## src/rtl/debounce_pkg.sv

```systemverilog
// Shared types and defaults for the switch debouncer.
package debounce_pkg;

  typedef enum logic [1:0] {
    ZERO  = 2'd0,
    WAIT1 = 2'd1,
    ONE   = 2'd2,
    WAIT0 = 2'd3
  } debounce_state_t;

  localparam int DB_STABLE_CYC_DEF  = 1_000_000;
  localparam int DB_SYNC_STAGES_DEF = 2;

  // Debounced level is high in the stable-one state and while qualifying a release.
  function automatic logic is_high_state(debounce_state_t st);
    return (st == ONE) || (st == WAIT0);
  endfunction

endpackage

```

## src/rtl/debounce_fsm_if.sv

```systemverilog
// Raw switch in, clean level and change tick out.
interface debounce_fsm_if;

  logic sw_raw;
  logic db_level;
  logic db_tick;

  modport master (output sw_raw, input db_level, input db_tick);
  modport slave  (input sw_raw, output db_level, output db_tick);

endinterface

```

## src/rtl/debounce_fsm_bit_sync.sv

```systemverilog
// Single-bit multi-flop synchroniser for asynchronous pins.
module bit_sync #(
  parameter int STAGES = 2
) (
  input  logic clk,
  input  logic rst,
  input  logic d,
  output logic q
);

  logic [STAGES-1:0] sync_reg;

  always_ff @(posedge clk or posedge rst) begin
    if (rst) begin
      sync_reg <= '0;
    end else begin
      sync_reg <= {sync_reg[STAGES-2:0], d};
    end
  end

  assign q = sync_reg[STAGES-1];

endmodule

```

## src/rtl/debounce_fsm.sv

```systemverilog
// Synchronises a bouncing switch and accepts a new level only after it holds for STABLE_CYC cycles.
module debounce_fsm
  import debounce_pkg::*;
#(
  parameter int STABLE_CYC  = DB_STABLE_CYC_DEF,
  parameter int SYNC_STAGES = DB_SYNC_STAGES_DEF
) (
  input  logic           clk,
  input  logic           rst,
  debounce_fsm_if.slave  bus
);

  localparam int              CNT_W    = $clog2(STABLE_CYC);
  localparam logic [CNT_W-1:0] CNT_LOAD = CNT_W'(STABLE_CYC - 1);

  logic            s;
  debounce_state_t state_reg, state_next;
  logic [CNT_W-1:0] cnt_reg, cnt_next;
  logic            tick_reg, tick_next;

  bit_sync #(.STAGES(SYNC_STAGES)) u_sync (
    .clk (clk),
    .rst (rst),
    .d   (bus.sw_raw),
    .q   (s)
  );

  always_ff @(posedge clk or posedge rst) begin
    if (rst) begin
      state_reg <= ZERO;
      cnt_reg   <= '0;
      tick_reg  <= 1'b0;
    end else begin
      state_reg <= state_next;
      cnt_reg   <= cnt_next;
      tick_reg  <= tick_next;
    end
  end

  // A reversal of s inside a wait state drops back without touching the output;
  // the count is reloaded on the next entry, so a stale value is harmless.
  always_comb begin
    state_next = state_reg;
    cnt_next   = cnt_reg;
    tick_next  = 1'b0;
    unique case (state_reg)
      ZERO: begin
        if (s) begin
          state_next = WAIT1;
          cnt_next   = CNT_LOAD;
        end
      end
      WAIT1: begin
        if (!s) begin
          state_next = ZERO;
        end else if (cnt_reg == '0) begin
          state_next = ONE;
          tick_next  = 1'b1;
        end else begin
          cnt_next = cnt_reg - CNT_W'(1);
        end
      end
      ONE: begin
        if (!s) begin
          state_next = WAIT0;
          cnt_next   = CNT_LOAD;
        end
      end
      WAIT0: begin
        if (s) begin
          state_next = ONE;
        end else if (cnt_reg == '0) begin
          state_next = ZERO;
          tick_next  = 1'b1;
        end else begin
          cnt_next = cnt_reg - CNT_W'(1);
        end
      end
      default: begin
        state_next = ZERO;
      end
    endcase
  end

  assign bus.db_level = is_high_state(state_reg);
  assign bus.db_tick  = tick_reg;

endmodule

```

## src/flat_wrapper.sv

```systemverilog
// flat-port wrapper written by rule: the top's interface ports become plain ports
module debounce_fsm_flat import debounce_pkg::*;
#(
  parameter int STABLE_CYC  = DB_STABLE_CYC_DEF,
  parameter int SYNC_STAGES = DB_SYNC_STAGES_DEF
)
  (clk, rst, bus_sw_raw, bus_db_level, bus_db_tick);
  debounce_fsm_if bus_i ();
  input  logic clk;
  input  logic rst;
  input wire logic [$bits(bus_i.sw_raw)-1:0] bus_sw_raw;
  output wire logic [$bits(bus_i.db_level)-1:0] bus_db_level;
  output wire logic [$bits(bus_i.db_tick)-1:0] bus_db_tick;
  assign bus_i.sw_raw = bus_sw_raw;
  assign bus_db_level = bus_i.db_level;
  assign bus_db_tick = bus_i.db_tick;
  debounce_fsm #(.STABLE_CYC(STABLE_CYC), .SYNC_STAGES(SYNC_STAGES)) u_core (.clk(clk), .rst(rst), .bus(bus_i));
endmodule
```

## config.mk

```make
export PLATFORM = sky130hd
export DESIGN_NAME = debounce_fsm_flat
export DESIGN_NICKNAME = d
export VERILOG_FILES = /design/src/rtl/debounce_pkg.sv /design/src/rtl/debounce_fsm_if.sv /design/src/rtl/debounce_fsm_bit_sync.sv /design/src/rtl/debounce_fsm.sv /design/src/flat_wrapper.sv
export SDC_FILE = /design/constraint.sdc
export NUM_CORES = 1
export LEC_CHECK = 0
export ABC_AREA = 1
export CORE_MARGIN = 1
export CORE_UTILIZATION = 55
export DETAILED_ROUTE_END_ITERATION = 7
export PLACE_DENSITY_LB_ADDON = 0.3
export SYNTH_ARGS = -nofsm -noshare
export SYNTH_HDL_FRONTEND = slang
export SYNTH_SLANG_ARGS = --single-unit
```

## constraint.sdc

```tcl
create_clock -name clk -period 1.9 [get_ports clk]
set_clock_uncertainty 0.1 [all_clocks]
set_input_delay 0.38 -clock clk [delete_from_list [all_inputs] [get_ports clk]]
set_output_delay 0.38 -clock clk [all_outputs]
set_load 0.1 [all_outputs]
```

After elaboration in Yosys (flattened, before gate mapping)
Cells that the tools add are included.
{"block": "word_totals", "ff_bits": 25, "input_bits": 3, "output_inout_bits": 2, "wordCells": 36}
{"block": "classes", "add_sub_neg": 1, "n_eq_ne": 9, "muxes": 17, "reduce_logical": 5}
{"operator": "20-bit 2-to-1 mux", "count": 5}
{"operator": "20-bit one-hot mux with 4 select lines", "count": 1}
{"operator": "20-bit zero test", "count": 1}
{"operator": "20-bit by 1-bit subtractor with 20-bit output, second input constant", "count": 1}
{"operator": "2-bit 2-to-1 mux", "count": 6}
{"operator": "2-bit != test, second input constant", "count": 4}
{"operator": "2-bit one-hot mux with 4 select lines", "count": 1}
{"operator": "4-bit AND reduction", "count": 2}
{"operator": "3-bit by 2-bit != test with 1-bit output, second input constant", "count": 2}
{"operator": "2-bit == test, second input constant", "count": 2}
{"operator": "1-bit 2-to-1 mux", "count": 3}
{"operator": "2-bit by 1-bit == test with 1-bit output, second input constant", "count": 1}
{"operator": "2-bit zero test", "count": 1}
{"operator": "1-bit one-hot mux with 2 select lines", "count": 1}
{"operator": "1-bit logical OR", "count": 1}

Depth between registers and ports, before layout
Gate-level depths: netlist (run 1).
{"block": "logic_depth", "word_depth": 4, "ltp_mapped": 12, "mapped_depth_nobuf": 11}

By module
A second synthesis (run 1) with hierarchy kept.
{"block": "unflattened", "hier_cells": 225, "hier_area_um2": 1659.1}
{"module": "debounce_fsm", "instances": 1, "cells_per_inst": 222, "area_each_um2": 1605.3}
{"module": "bit_sync", "instances": 1, "cells_per_inst": 3, "area_each_um2": 53.8}

Worst setup path before layout (run 1)
No wires, ideal clock.
{"block": "synth_timing", "kind": "register -> output", "from": "reg with a tool-made name", "to": "out bus_db_level", "arrival_ns": 1.237, "required_time_ns": 1.420, "slack_ns": 0.183, "stages_incl_launch_ff": 2, "path_buffers": 1, "path_cell_list": "dfrtp_1 clkbuf_1"}
{"element": "end: declaration", "line_no": "flat_wrapper.sv:12", "source": "output wire logic [$bits(bus_i.db_level)-1:0] bus_db_level;"}

Worst setup path after layout (run 1)
{"block": "layout_timing", "from": "reg u_core.cnt_reg[1]", "to": "reg u_core.cnt_reg[7]"}
{"block": "layout_via", "elab_chain_len": 4, "word_cells_on_any_way": 6, "classes_between": "add/sub (1); mux (4); reduce/logical (1)"}
{"element": "start: declaration", "line_no": "debounce_fsm.sv:18", "source": "logic [CNT_W-1:0] cnt_reg, cnt_next;"}
{"element": "start signal: assignment", "line_no": "debounce_fsm.sv:35", "source": "cnt_reg <= cnt_next;"}
{"element": "20-bit by 1-bit subtractor with 20-bit output / 20-bit zero test (equally long branches)"}
{"element": "20-bit 2-to-1 mux (*)", "line_no": "debounce_fsm.sv:56, debounce_fsm.sv:72"}
{"element": "20-bit 2-to-1 mux, on equally long branches", "line_no": "debounce_fsm.sv:70, debounce_fsm.sv:54"}
{"element": "20-bit one-hot mux with 4 select lines (*)", "line_no": "debounce_fsm.sv:46", "source": "unique case (state_reg)"}
Every way passes the cells marked *; elsewhere a longest branch is shown, timed or not. The select of a mux whose other input is x is not followed.
A chain may end at the register's enable or synchronous reset.

==> results of run 1 <==
-- cell families (layout without fill, tap and decap cells) --
group / after synthesis / after routing / synth area share (%)
compound gates: 16 / 16 / 6.59
xor+xnor: 6 / 6 / 3.86
fa+ha+maj: 2 / 2 / 1.61
buf+inv: 35 / 46 / 10.2
flops: 25 / 25 / 40.2
simple gates: 138 / 138 / 37.5
-- synth_stat cells --
cell type,count,share of area [%]
o21ai_0,9,2.9
inv_6,1,0.56
buf_2,2,0.64
xor2_2,1,1.0
nand4_1,3,1.2
nand2_1,72,17
nand3_1,24,7.7
clkbuf_1,1,0.24
nor2_1,32,7.7
inv_1,29,7.0
o21ai_2,6,3.4
o21ai_1,1,0.32
nand2_4,1,0.72
nor3_1,1,0.32
dfrtp_1,25,40
nor2_2,3,1.2
ha_1,2,1.6
buf_12,1,1.3
buf_4,1,0.48
nand3_2,2,1.3
xor2_1,5,2.8
-- cell type report --
type	instances	area (sq um)
Tap cell	30	37.5
Clock inverter	1	7.51
Inverter	30	118
Fill cell	220	843
Timing Repair Buffer	12	120
Sequential cell	25	626
Clock buffer	3	22.5
Multi-Input combinational cell	162	793
-- per-layer routing --
| metal | vias to the layer above | global-route usage [%] | part of all wire (%) |
|---|---|---|---|
| met5 | - | 0 | 0 |
| met4 | 0 | 9.58 | 1.5 |
| met3 | 5 | 2.73 | 4.3 |
| met2 | 30 | 38.4 | 45 |
| met1 | 595 | 32.5 | 50 |
| li1 | 711 | - | - |
-- power by group through the flow --
| stage | Clock, mW | Sequential [mW] | Combinational (mW) |
|---|---|---|---|
| after CTS | 0.262 | 0.595 | 0.221 |
| after global routing | 0.283 | 0.600 | 0.258 |
| after floorplan | 0 | 0.600 | 0.177 |
| final | 0.251 | 0.596 | 0.226 |
| after global placement | 0 | 0.605 | 0.217 |
| after detailed placement | 0 | 0.606 | 0.220 |
-- metrics by stage --
stage	TNS (ns)	instance area, sq um
detailed placement	0	1670
global placement	0	1670
CTS	0	1700
finish	0	1720
global route	-0.0265	1720
floorplan	0	1560
-- worst max-delay path by stage --
stage,startpoint,endpoint,cells past startpoint,slack (ns)
floorplan,flop,bus_db_level,1,0.18
global placement,u_core.cnt_reg[0],u_core.cnt_reg[18],9,0.14
detailed placement,u_core.cnt_reg[1],u_core.cnt_reg[19],11,0.12
CTS,u_core.cnt_reg[1],u_core.cnt_reg[17],11,0.08
global route,u_core.cnt_reg[0],u_core.cnt_reg[18],9,-0.02
finish,u_core.cnt_reg[1],u_core.cnt_reg[7],10,0.13
-- cell usage in the layout (no fill, tap or decap), drive strengths merged --
cell type      Yosys  final
nand2             73     73
nor2              35     35
inv               30     30
nand3             26     26
dfrtp             25     25
o21ai             16     16
buf                4     10
xor2               6      6
nand4              3      3
clkbuf             1      3
ha                 2      2
clkdlybuf4s50      0      2
nor3               1      1
clkinvlp           0      1
-- timing repair --
action,CTS,global route
resized for setup,0,4
buffers inserted,0,0
setup endpoints to repair,0,13
==> results.toml, run 1 <==
[global_route]
grt.total_usage_pct = 23.9
first_global_vias = 1156
wire_length_of_the_first_global_routing_pass_mm = 5.04
grt_start_max_net_pins = 26
grt.overflow.total = 0
grt_antenna_before_repair = 0

[power]
pwr-share-clk_pct = 23.4
power.switching_mw = 0.349
power.total_mw = 1.07
sequentialPowerShare_pct = 55.6
power-per-cell-area_nw_per_um2 = 622
cell_internal_pwr_mw = 0.723
power.static_leakage_nw = 0.887
power.share.switching_pct = 32.6
power_frac_comb_pct = 21.0
vdd.ir_drop.worst_uv = 525

[timing]
setup_viol_count_final = 0
final-max-slew-violation-count = 0
tightestPinTransition_ns = 0.422
fmax_mhz = 566
slew_headroom_pct = 71.9
holdWs_ns = 0.270
period_utilisation_layout_pct = 93.0
timing_hold_violations_final = 0
fin_ws_ns = 0.133
setup_repair_after_global_routing_missed_its_margin = "yes"
period_needed_ns = 1.77

[detailed_routing]
route.detailed.wl_per_inst_um = 11.8
drt_drc_violations_left = 0
drt_first_pass_iters = 4
drt-total-wl_mm = 3.11
post_drt_via_cell_ratio = 5.10
number_of_antenna_violating_nets_in_the_routed_design = 0
drtIter0Drc = 25
routed-via-count = 1341

[synthesis]
synth.distinct_cells = 21
synth-seq-area-share_pct = 40.2
number_of_nets_in_the_synthesized_netlist = 227
postSynthCellCount = 222
ys_ff_latch = 25
syn_area_per_cell_sq_um = 7.01
mappedNetlistArea_sq_um = 1560
ys_warn_count = 0

[run_status]
outcome = "completed"

[worst_setup_path]
worst_ep_required_ns = 2.02
worstPathMaxFanout = 10
reg2reg_slack_ns = 0.13
crit_path_cell_trace = "inv_1 > ha_1 > nand2_1 > inv_1 > nand2_1 > nor2_2 > nand3_4 > buf_4 > nand3_1 > o21ai_0"
reg2reg_from = "u_core.cnt_reg[1]"
timing.critical_path.from_type = "flop"
r2r-end = "u_core.cnt_reg[7]"
timing_worst_setup_path_type = "reg2reg"
data_arrival_at_the_endpoint_of_the_critical_path_ns = 1.89
cpPeakStageDelay_ns = 0.40
reg2regPathDepth = 10
crit_path_end_kind = "flop"
critical_path_buf_inv_count = 3
crit_family = "simple AND/OR/NAND/NOR gates"
critical_path.slowest_cell = "dfrtp_1"

[die]
initial_utilization_pct = 60.6
num_rows = 18
chipWidth_um = 55.2
dieArea_sq_um = 3050
core_area_sq_um = 2570
die_height_um = 55.2
ioPinCount = 5

[clocking]
clock_tree.htree_level_count = 1
cts.sink_count = 25
cts_tree = "done"
clkSlewWorstSetupHoldPaths_ns = 0.14
cts-buffers-inserted = 3
clkLatencyLatePin_ns = 0.33
cts-hold-fix-buffers = 0
clk_path_buf_depth = 2
clockRootBuffer = "clkbuf_4"

[finish]
drive_gt1_share_pct = 12.9
stdcell_count = 263
flow.area_growth_from_synthesis_pct = 10.8
largest_register_ff_count = 20
insertedDiodeCount = 0
finalNetCount = 239
fin_util_pct = 67.2

[flow_run]
maxCapViolCount = 0

[place]
gp_routability_congestion = 0.889
placedCellCount = 259
portBuffers = 4
dpl_worst_slack_ns = 0.117
hpwl_mm = 2.25

[min_path]
min_delay_path_depth = 0
worst_hold_endpoint = "u_core.u_sync.sync_reg[1]"
worstHoldStart = "u_core.u_sync.sync_reg[0]"
hold_class = "reg2reg"
(Power assumes the default switching activity.)
==> inputs of run 2 (changes only) <==
- CELL_PAD_IN_SITES_DETAIL_PLACEMENT: unset -> 1
- CELL_PAD_IN_SITES_GLOBAL_PLACEMENT: unset -> 1
- CORE_UTILIZATION: 55 -> 44
==> run 2 against run 1 <==
Sequential power rose by 0.8%; critical endpoint is now u_core.cnt_reg[19]; clock power rose by 3%; critical path depth fell by 2; largest cell class unchanged; global-route usage rose by 0.71 points; first-iteration DRC count rose by 130%.
==> results.toml, run 2 (synthesis gave the netlist of run 1 again) <==
[worst_setup_path]
cpPeakStageDelay_ns = 0.45
critical_path_buf_inv_count = 0
data_arrival_at_the_endpoint_of_the_critical_path_ns = 1.88
critical_path.slowest_cell = "dfrtp_1"
crit_path_cell_trace = "nor2_1 > nand2_1 > nor2_2 > nand2_1 > nor2_1 > nand3_1 > nand2_1 > nand3_1"
crit_path_end_kind = "flop"
worstPathMaxFanout = 5
worst_ep_required_ns = 2.04
timing_worst_setup_path_type = "reg2reg"
timing.critical_path.from_type = "flop"
crit_top_cell = "nand2_1"
crit_family = "simple AND/OR/NAND/NOR gates"

[timing]
holdWs_ns = 0.277
slew_headroom_pct = 78.3
period_utilisation_layout_pct = 91.9
sum_of_negative_setup_slack_ns = 0
tightestPinTransition_ns = 0.326
timing_hold_violations_final = 0
final-max-slew-violation-count = 0
setup_repair_after_global_routing_missed_its_margin = "no"
fmax_mhz = 573
setup_viol_count_final = 0
period_needed_ns = 1.75

[global_route]
grt.overflow.total = 0
wire_length_of_the_first_global_routing_pass_mm = 6.71
grt_start_max_net_pins = 26
first_global_vias = 1449
grt_antenna_before_repair = 0
grt.total_usage_pct = 24.6

[place]
placed_area_sq_um = 1670
portBuffers = 4
hpwl_mm = 3.00
gp_routability_congestion = 0.790

[die]
num_rows = 21
chipWidth_um = 61.5
initial_utilization_pct = 46.3
dieArea_sq_um = 3780
ioPinCount = 5
die_height_um = 61.5
core_area_sq_um = 3360

[detailed_routing]
route.detailed.wl_per_inst_um = 14.1
post_drt_via_cell_ratio = 5.14
drt-total-wl_mm = 3.89
number_of_antenna_violating_nets_in_the_routed_design = 0
drtIter0Drc = 57
drt_first_pass_iters = 4
routed-via-count = 1420
drt_drc_violations_left = 0

[power]
power.total_mw = 1.09
power.static_leakage_nw = 0.873
vdd.ir_drop.worst_uv = 322
power-per-cell-area_nw_per_um2 = 636

[finish]
drive_gt1_share_pct = 12.6
final_design_area_no_fill_sq_um = 1720
insertedDiodeCount = 0
largest_register_ff_count = 20
final_common_cell = "nand2_1"
layout.cells.most_common_list = "nand2_1, nor2_1, inv_1"
flow.area_growth_from_synthesis_pct = 10.4
finalNetCount = 236

[clocking]
clock_tree.htree_level_count = 1
clockRootBuffer = "clkbuf_4"
cts-buffers-inserted = 3
postCtsSetupBuffers = 0
clk_path_buf_depth = 2
clkSlewWorstSetupHoldPaths_ns = 0.15
cts-hold-fix-buffers = 0
cts.sink_count = 25
cts_tree = "done"
clkLatencyLatePin_ns = 0.33
ctsResizeCount = 0

[min_path]
hold_class = "in2async"

[run_status]
outcome = "completed"

[flow_run]
maxCapViolCount = 0
-- run 2: cell types whose count changed in the layout (fill, tap and decap cells not counted), moves of 2 or more --
cell,before,now
inv_2,0,2
nor2_2,5,3
buf_4,8,4
inv_1,29,27
-- run 2: area by class of cell --
| class | count | area [sq um] |
|---|---|---|
| clock buffer | 3 | 22.5 |
| clock inverter | 1 | 7.51 |
| tap | 46 | 57.6 |
| timing repair buffer | 9 | 105 |
| multi-input combinational | 162 | 782 |
| fill | 474 | 1650 |
| sequential | 25 | 626 |
| inverter | 30 | 118 |
-- run 2: worst paths after layout --
path	from	end	slack, ns	cells after the start
min	rst	u_core.u_sync.sync_reg[0]	0.28	3
min reg2reg	u_core.u_sync.sync_reg[0]	u_core.u_sync.sync_reg[1]	0.28	0
min in group clk	u_core.u_sync.sync_reg[0]	u_core.u_sync.sync_reg[1]	0.28	0
max in group asynchronous	rst	u_core.cnt_reg[13]	1.18	3
max reg2reg	u_core.cnt_reg[2]	u_core.cnt_reg[19]	0.15	8
max	u_core.cnt_reg[2]	u_core.cnt_reg[19]	0.15	8
-- run 2: per-stage QoR --
stage	instances	util [%]	worst slack, ns
after floorplan	222	-	0.183
after global placement	272	49.7	0.227
after detailed placement	272	49.7	0.175
after CTS	276	50.6	0.143
after global routing	276	51.1	0.000155
final	276	51.1	0.155
-- run 2: power by group --
part	internal (mW)	total, mW	switching (mW)
Combinational	0.0766	0.232	0.156
Sequential	0.565	0.601	0.0365
Clock	0.0808	0.259	0.178
-- run 2: worst register-to-register path, cell delays in order (launching register included) --
cell     delay [ns]
dfrtp_1        0.45
nor2_1         0.13
nand2_1        0.14
nor2_2         0.29
nand2_1        0.17
nor2_1         0.15
nand3_1        0.09
nand2_1        0.07
nand3_1        0.06
-- run 2: layer usage --
layer	vias up	GRT usage (%)	wire, um
li1	705	-	-
met1	698	32.3	1780
met2	10	42.1	2000
met3	7	3.15	42
met4	0	7.62	60
met5	-	0	0
